[src/rtl/fiber_frame_arbiter_pkg.sv]
// ============================================================================
// Module   : fiber_frame_arbiter_pkg
// Brief    : Shared types and constants for the fiber frame arbiter.
// Revision : 1.0 - initial release
// ============================================================================
`default_nettype none

package fiber_frame_arbiter_pkg;

    typedef enum logic [1:0] {
        ST_IDLE  = 2'd0,
        ST_XFER  = 2'd1,
        ST_CLOSE = 2'd2,
        ST_DRAIN = 2'd3
    } state_t;

    localparam logic [31:0] C_TRAILER_DEFAULT = 32'hDEADBEEF;
    localparam int          C_DATA_W          = 32;
    localparam int          C_FRAME_CNT_W     = 16;
    localparam int          C_TIMEOUT_CNT_W   = 8;
    localparam int          C_WORD_CNT_W      = 10;

    function automatic logic [C_TIMEOUT_CNT_W-1:0] sat_inc(
        input logic [C_TIMEOUT_CNT_W-1:0] v
    );
        return (&v) ? v : v + 1'b1;
    endfunction

endpackage

`default_nettype wire

[src/rtl/fiber_frame_arbiter_rr_arbiter.sv]
// ============================================================================
// Module   : fiber_frame_arbiter_rr_arbiter
// Brief    : Combinational one-hot winner select, round-robin after i_ptr.
//            FIXED_PRIORITY_EN selects lowest-index-wins instead.
// Revision : 1.0 - initial release
// ============================================================================
`default_nettype none

module fiber_frame_arbiter_rr_arbiter #(
    parameter int N_SRC = 4,
    parameter int IDX_W = 2
) (
    input  logic [N_SRC-1:0] i_req,
    input  logic [IDX_W-1:0] i_ptr,
    output logic [N_SRC-1:0] o_grant
);

    logic w_found;

`ifdef FIXED_PRIORITY_EN
    logic w_unused_ptr;
    assign w_unused_ptr = ^i_ptr;

    always_comb begin
        o_grant = '0;
        w_found = 1'b0;
        for (int k = 0; k < N_SRC; k++) begin
            if (!w_found && i_req[k]) begin
                o_grant[k] = 1'b1;
                w_found    = 1'b1;
            end
        end
    end
`else
    logic [IDX_W-1:0] w_idx;

    // Search starts one past the last served source so it gets lowest priority.
    always_comb begin
        o_grant = '0;
        w_found = 1'b0;
        w_idx   = '0;
        for (int k = 1; k <= N_SRC; k++) begin
            w_idx = IDX_W'((int'(i_ptr) + k) % N_SRC);
            if (!w_found && i_req[w_idx]) begin
                o_grant[w_idx] = 1'b1;
                w_found        = 1'b1;
            end
        end
    end
`endif

endmodule

`default_nettype wire

[src/rtl/fiber_frame_arbiter.sv]
// ============================================================================
// Module   : fiber_frame_arbiter
// Brief    : Whole-frame arbiter of N sources onto one TX FIFO write port,
//            with runaway-frame watchdog. Option macro: FIXED_PRIORITY_EN.
// Revision : 1.0 - initial release
// ============================================================================
`default_nettype none

module fiber_frame_arbiter
    import fiber_frame_arbiter_pkg::*;
#(
    parameter int          N_SRC   = 4,
    parameter int          MAX_LEN = 64,
    parameter logic [31:0] TRAILER = C_TRAILER_DEFAULT
) (
    input  logic                      CK,
    input  logic                      RSTb,
    input  logic                      ENABLE,
    input  logic [N_SRC-1:0]          REQ,
    input  logic [N_SRC-1:0]          SRC_WR,
    input  logic [C_DATA_W*N_SRC-1:0] SRC_DATA,
    input  logic [N_SRC-1:0]          SRC_EOF,
    output logic [N_SRC-1:0]          SRC_FULL,
    output logic [N_SRC-1:0]          GRANT,
    input  logic                      FULL,
    output logic                      OUT_WR,
    output logic [C_DATA_W-1:0]       OUT_DATA,
    output logic                      OUT_EOF,
    output logic [C_FRAME_CNT_W-1:0]  FRAME_CNT,
    output logic [C_TIMEOUT_CNT_W-1:0] TIMEOUT_CNT
);

    localparam int IDX_W = (N_SRC > 1) ? $clog2(N_SRC) : 1;
    localparam logic [C_WORD_CNT_W-1:0] C_LAST_CNT = C_WORD_CNT_W'(MAX_LEN - 1);

    state_t                     state_q, state_d;
    logic [N_SRC-1:0]           grant_q, grant_d;
    logic [IDX_W-1:0]           gidx_q, gidx_d;
    logic [IDX_W-1:0]           ptr_q, ptr_d;
    logic [C_WORD_CNT_W-1:0]    wcnt_q, wcnt_d;
    logic                       out_wr_q, out_wr_d;
    logic [C_DATA_W-1:0]        out_data_q, out_data_d;
    logic                       out_eof_q, out_eof_d;
    logic [C_FRAME_CNT_W-1:0]   frame_cnt_q, frame_cnt_d;
    logic [C_TIMEOUT_CNT_W-1:0] timeout_cnt_q, timeout_cnt_d;

    logic [C_DATA_W-1:0] w_src_data [N_SRC];
    logic [N_SRC-1:0]    w_arb_grant;
    logic [IDX_W-1:0]    w_arb_idx;
    logic                w_start;
    logic                w_acc;
    logic                w_acc_eof;
    logic                w_wd_hit;
    logic                w_drain_done;

    for (genvar i = 0; i < N_SRC; i++) begin : g_unpack
        assign w_src_data[i] = SRC_DATA[C_DATA_W*i +: C_DATA_W];
    end

    fiber_frame_arbiter_rr_arbiter #(
        .N_SRC (N_SRC),
        .IDX_W (IDX_W)
    ) u_arb (
        .i_req   (REQ),
        .i_ptr   (ptr_q),
        .o_grant (w_arb_grant)
    );

    always_comb begin
        w_arb_idx = '0;
        for (int i = 0; i < N_SRC; i++) begin
            if (w_arb_grant[i]) begin
                w_arb_idx = IDX_W'(i);
            end
        end
    end

    // Only the granted source in XFER with downstream room may write.
    assign SRC_FULL     = ~grant_q | {N_SRC{FULL}} | {N_SRC{state_q != ST_XFER}};
    assign w_start      = ENABLE & (|REQ);
    assign w_acc        = SRC_WR[gidx_q] & ~SRC_FULL[gidx_q];
    assign w_acc_eof    = w_acc & SRC_EOF[gidx_q];
    assign w_wd_hit     = w_acc & ~SRC_EOF[gidx_q] & (wcnt_q == C_LAST_CNT);
    assign w_drain_done = ~REQ[gidx_q] | (SRC_WR[gidx_q] & SRC_EOF[gidx_q]);

    always_ff @(posedge CK or negedge RSTb) begin
        if (!RSTb) begin
            state_q <= ST_IDLE;
        end else begin
            state_q <= state_d;
        end
    end

    always_comb begin
        state_d = state_q;
        case (state_q)
            ST_IDLE:  if (w_start)      state_d = ST_XFER;
            ST_XFER: begin
                if (w_acc_eof)          state_d = ST_IDLE;
                else if (w_wd_hit)      state_d = ST_CLOSE;
            end
            ST_CLOSE: if (!FULL)        state_d = ST_DRAIN;
            ST_DRAIN: if (w_drain_done) state_d = ST_IDLE;
            default:                    state_d = ST_IDLE;
        endcase
    end

    always_comb begin
        grant_d       = grant_q;
        gidx_d        = gidx_q;
        ptr_d         = ptr_q;
        wcnt_d        = wcnt_q;
        out_wr_d      = 1'b0;
        out_data_d    = out_data_q;
        out_eof_d     = 1'b0;
        frame_cnt_d   = frame_cnt_q;
        timeout_cnt_d = timeout_cnt_q;
        case (state_q)
            ST_IDLE: begin
                if (w_start) begin
                    grant_d = w_arb_grant;
                    gidx_d  = w_arb_idx;
                    wcnt_d  = '0;
                end
            end
            ST_XFER: begin
                if (w_acc) begin
                    out_wr_d   = 1'b1;
                    out_data_d = w_src_data[gidx_q];
                    out_eof_d  = SRC_EOF[gidx_q];
                    wcnt_d     = wcnt_q + 1'b1;
                    if (SRC_EOF[gidx_q]) begin
                        frame_cnt_d = frame_cnt_q + 1'b1;
                        ptr_d       = gidx_q;
                        grant_d     = '0;
                    end
                end
            end
            ST_CLOSE: begin
                if (!FULL) begin
                    out_wr_d      = 1'b1;
                    out_data_d    = TRAILER;
                    out_eof_d     = 1'b1;
                    timeout_cnt_d = sat_inc(timeout_cnt_q);
                    frame_cnt_d   = frame_cnt_q + 1'b1;
                    ptr_d         = gidx_q;
                    grant_d       = '0;
                end
            end
            default: ;
        endcase
    end

    always_ff @(posedge CK or negedge RSTb) begin
        if (!RSTb) begin
            grant_q       <= '0;
            gidx_q        <= '0;
            ptr_q         <= '0;
            wcnt_q        <= '0;
            out_wr_q      <= 1'b0;
            out_data_q    <= '0;
            out_eof_q     <= 1'b0;
            frame_cnt_q   <= '0;
            timeout_cnt_q <= '0;
        end else begin
            grant_q       <= grant_d;
            gidx_q        <= gidx_d;
            ptr_q         <= ptr_d;
            wcnt_q        <= wcnt_d;
            out_wr_q      <= out_wr_d;
            out_data_q    <= out_data_d;
            out_eof_q     <= out_eof_d;
            frame_cnt_q   <= frame_cnt_d;
            timeout_cnt_q <= timeout_cnt_d;
        end
    end

    assign GRANT       = grant_q;
    assign OUT_WR      = out_wr_q;
    assign OUT_DATA    = out_data_q;
    assign OUT_EOF     = out_eof_q;
    assign FRAME_CNT   = frame_cnt_q;
    assign TIMEOUT_CNT = timeout_cnt_q;

endmodule

`default_nettype wire

[config.mk]
export PLATFORM = sky130hd
export DESIGN_NAME = fiber_frame_arbiter
export DESIGN_NICKNAME = d
export VERILOG_FILES = /design/src/rtl/fiber_frame_arbiter_pkg.sv /design/src/rtl/fiber_frame_arbiter_rr_arbiter.sv /design/src/rtl/fiber_frame_arbiter.sv
export SDC_FILE = /design/constraint.sdc
export NUM_CORES = 1
export LEC_CHECK = 0
export ABC_AREA = 1
export CAP_MARGIN = 5
export CORE_MARGIN = 1
export CORE_UTILIZATION = 41
export CTS_CLUSTER_SIZE = 8
export DETAILED_ROUTE_END_ITERATION = 6
export PLACE_DENSITY = 0.76
export SLEW_MARGIN = 20
export SYNTH_ARGS = -nofsm -noshare
export SYNTH_HDL_FRONTEND = slang
export SYNTH_SLANG_ARGS = --single-unit
export TNS_END_PERCENT = 20
[constraint.sdc]
create_clock -name CK -period 2.6 [get_ports CK]
set_input_delay 0.52 -clock CK [delete_from_list [all_inputs] [get_ports CK]]
set_output_delay 0.52 -clock CK [all_outputs]
set_load 0.02 [all_outputs]
==> impl_results.rst <==
.. list-table::
   :header-rows: 1

   * - Metric
     - Value
   * - Area share of fa/ha/maj cells after synthesis
     - 0.03818
   * - Mapped Nets
     - 896
   * - Area growth, synth to finish
     - 48.08%
   * - Yosys warns
     - 0
   * - Highest achievable clock rate
     - 411.8 MHz
   * - Total number of clock tree sinks
     - roughly 80
   * - Count of antenna diodes in the layout
     - 0
   * - Actual slew at the worst max-slew pin
     - 0.8095 ns
   * - Starting DRC count in detailed routing
     - 401
   * - Final hold viol count
     - 0
   * - Setup Buffers After CTS
     - 0
   * - Final worst-path cycle share
     - 0.9341
   * - Worst clock skew
     - 0.01118 ns
   * - Pin count of the biggest net entering global routing
     - 65
   * - Fraction of layout instances using a drive strength above 1
     - 0.06816
   * - Area of the mapped netlist
     - between 0.005 and 0.006 mm²
   * - R2r startpoint
     - state_q[0]
   * - Count of cells along the worst register-to-register path
     - 10
   * - Combined area of the multi-input logic cells
     - between 0.002 and 0.003 mm²
   * - Setup repair after global routing missed its margin
     - false
   * - Global route total overflow
     - 0
   * - Final setup fails
     - 0
   * - Clock tree from TritonCTS
     - done
   * - Relative max-transition margin
     - 0.4604
   * - Placeable core region
     - 0.01226 mm²
   * - Yosys reg bits
     - 78
   * - Clock-pin slew reported for the worst setup and hold paths after clock tree synthesis
     - ~0.070 ns
   * - Routed Wire Length
     - 16.44 mm
   * - Die Width
     - 115.1 µm
   * - VDD IR max
     - approximately 0.33 mV
   * - Leakage power
     - 3.425 nW
   * - Total number of vias
     - between 5000 and 6000
   * - Fill cell count
     - between 1000 and 1500
   * - Worst setup path startpoint
     - FULL
   * - Synth Area in Compound Gates
     - 0.1663
   * - Accumulated negative setup slack
     - 0 ns
   * - Type of origin of the critical path
     - primary input
   * - Global-route wire length before repair
     - 26.13 mm
   * - Via count of the first global-routing pass
     - 5284
   * - Post-route insts no fill
     - 1107
   * - # placed instances
     - 1091
   * - FFs w/ async S/R, synth
     - 1.000
   * - Dominant combinational cell family by area after synthesis
     - simple AND/OR/NAND/NOR gates
   * - Count of different cell masters after synthesis
     - 37
   * - Number of buffers inserted during clock tree synthesis
     - 9
   * - Gate Count Post-Synth
     - approximately 740
   * - Simple logic cell fraction of the synthesized area
     - 0.3071
   * - H-tree level count
     - 3
   * - Count of nets left with antenna violations after detail routing
     - 0
   * - Path type of the worst setup path
     - in2out
   * - Final min period
     - about 2.4 ns
   * - Die Footprint
     - 0.01325 mm²
   * - Sequential-to-total area share from yosys stat
     - 0.3722
   * - Syn avg cell area
     - 7.125 µm²
   * - Routability Congestion
     - 0.9079
   * - Final WS setup
     - 0.1714 ns
   * - Post-detailed-route DRC marker count
     - 0
   * - Number of search-and-repair iterations in the first detailed-routing pass
     - 5
   * - Initial Utilization
     - 0.4277
   * - Cell row count
     - 40
   * - Boundary pin count
     - 210
   * - Max cap viols
     - 0
   * - Final net count
     - 1094
   * - Maximum buffer depth of the clock tree
     - 2
   * - Quantity of I/O buffers inserted on ports
     - 209
   * - Clock Tree Root
     - clkbuf_16
   * - Antenna violations before repair
     - 0
   * - Number of cells upsized or downsized after cts
     - 0
   * - Number of flops mapped to enable cells by yosys
     - 0
   * - Total of hold buffers inserted after clock tree synthesis
     - 0
   * - Arrival time of the worst setup path
     - 1.91 ns
   * - Most used flip-flop cell after synthesis
     - dfrtp_1
   * - Required @ worst endpoint
     - 2.08 ns
   * - GR Util All Layers
     - 0.2549
   * - Worst-case hold slack
     - 0.2609 ns
   * - Pwr/cell area
     - 365.8 mW/mm²
   * - Half-perimeter wire length of the detailed placement result
     - 12.48 mm
   * - Sequential cell area in the final layout
     - 0.001953 mm²
   * - Endpoint type of the worst setup path
     - output pin
   * - Post-place setup slack
     - between 0.15 and 0.2 ns
   * - Y dimension of the die
     - 115.1 µm
   * - Run status
     - completed
   * - Maximum fanout along the worst path
     - 4
   * - Multiplexer share of the synthesized area
     - 0.002147
   * - Final-report max-slew violation count
     - 0
   * - Class of the worst hold path
     - in2async
   * - Clock Latency Late Sink
     - 0.34 ns
   * - Detailed-route vias per instance
     - 5.057
   * - Post-synthesis share of cell area spent on xor and xnor gates
     - 0.04009
   * - Wire length per cell after detailed routing
     - 14.85 µm
==> through the flow <==
step                      area [µm²]  power, mW    util
after detailed placement        7457      1.565  0.6082
after CTS                       7765      2.865  0.6333
after floorplan                 5244      1.309       -
final                           7765      2.841  0.6333
after global placement          7457      1.564  0.6082
after global routing            7765      2.940  0.6333
==> placed cells by master (no fill, tap or decap), types with 8 or more instances in the layout <==
master           Yosys  routed
clkdlybuf4s50_1      0     208
nand2_1            204     204
nor2_1             100     100
dfrtp_1             78      77
o21ai_0             59      59
nand3_1             43      43
inv_1               37      37
o21ai_1             26      26
o22ai_1             24      24
a21oi_1             21      21
buf_4                2      17
ha_1                16      16
xor2_1              13      13
xnor2_1             11      11
nor3_1               9       9
clkbuf_16            0       9
a221oi_1             8       8
==> routing by layer <==
layer / GRT usage / wire length [µm]
met2: 0.4277 / 7767
met3: 0.04797 / 1024
met4: 0.1004 / 423
met1: 0.3253 / 7227
met5: 0 / 0
==> flip-flops by register name, indices dropped and copies added (netlist names), named ones only <==
| register | count |
|---|---|
| FRAME_CNT | 16 |
| GRANT | 4 |
| OUT_DATA | 32 |
| OUT_EOF | 1 |
| OUT_WR | 1 |
| TIMEOUT_CNT | 8 |
| gidx_q | 2 |
| ptr_q | 2 |
| state_q | 1 |
| wcnt_q | 10 |
==> final cells by class <==
type | count | area share
Clock buffer | 9 | 0.02900
Clock inverter | 7 | 0.01063
Timing Repair Buffer | 226 | 0.2871
Multi-Input combinational cell | 577 | 0.3740
Inverter | 42 | 0.02063
Sequential cell | 78 | 0.2515
Tap cell | 168 | 0.02707
==> final timing paths <==
kind,to,slack (ns)
hold / removal,OUT_DATA[12],0.26
max in group asynchronous,TIMEOUT_CNT[0],1.68
min in group CK,OUT_DATA[3],0.48
hold reg to reg,OUT_DATA[3],0.48
setup reg to reg,FRAME_CNT[6],0.42
setup / recovery,SRC_FULL[2],0.17
==> synth_stat cells (all sizes together) (4+ instances only) <==
cell type    n  share of area
nand3       48          0.052
o31ai        4         0.0057
o22ai       24          0.029
xor2        13          0.022
a21oi       22          0.022
nand2      212           0.16
dfrtp       78           0.37
nand4        7         0.0084
xnor2       11          0.018
o21ai       91          0.091
a221oi       8          0.013
clkbuf      18          0.013
nor3        10          0.010
inv         42          0.031
nor2       102          0.074
buf         21          0.031
ha          16          0.038
==> logic make-up after synthesis <==
logic type                 Yosys count
and+or+nand+nor                    383
AOI/OAI and AO/OA                  153
buffers and inverters               81
DFF                                 78
xor gates and xnor gates            24
adders and majority gates           16
muxes                                1
==> power by group <==
| group | switching [mW] | internal, mW | leakage [nW] | total (mW) |
|---|---|---|---|---|
| logic | 0.107 | 0.223 | 2.27 | 0.330 |
| clock network | 0.541 | 0.757 | 0.144 | 1.30 |
| registers | 0 | 1.21 | 1.01 | 1.21 |
==> critical path, cell delays in order <==
cell,delay (ns)
clkdlybuf4s50_1,0.54
inv_1,0.12
nand3_1,0.11
clkdlybuf4s50_1,0.61
No activity file was read; power rests on OpenSTA's default activity.
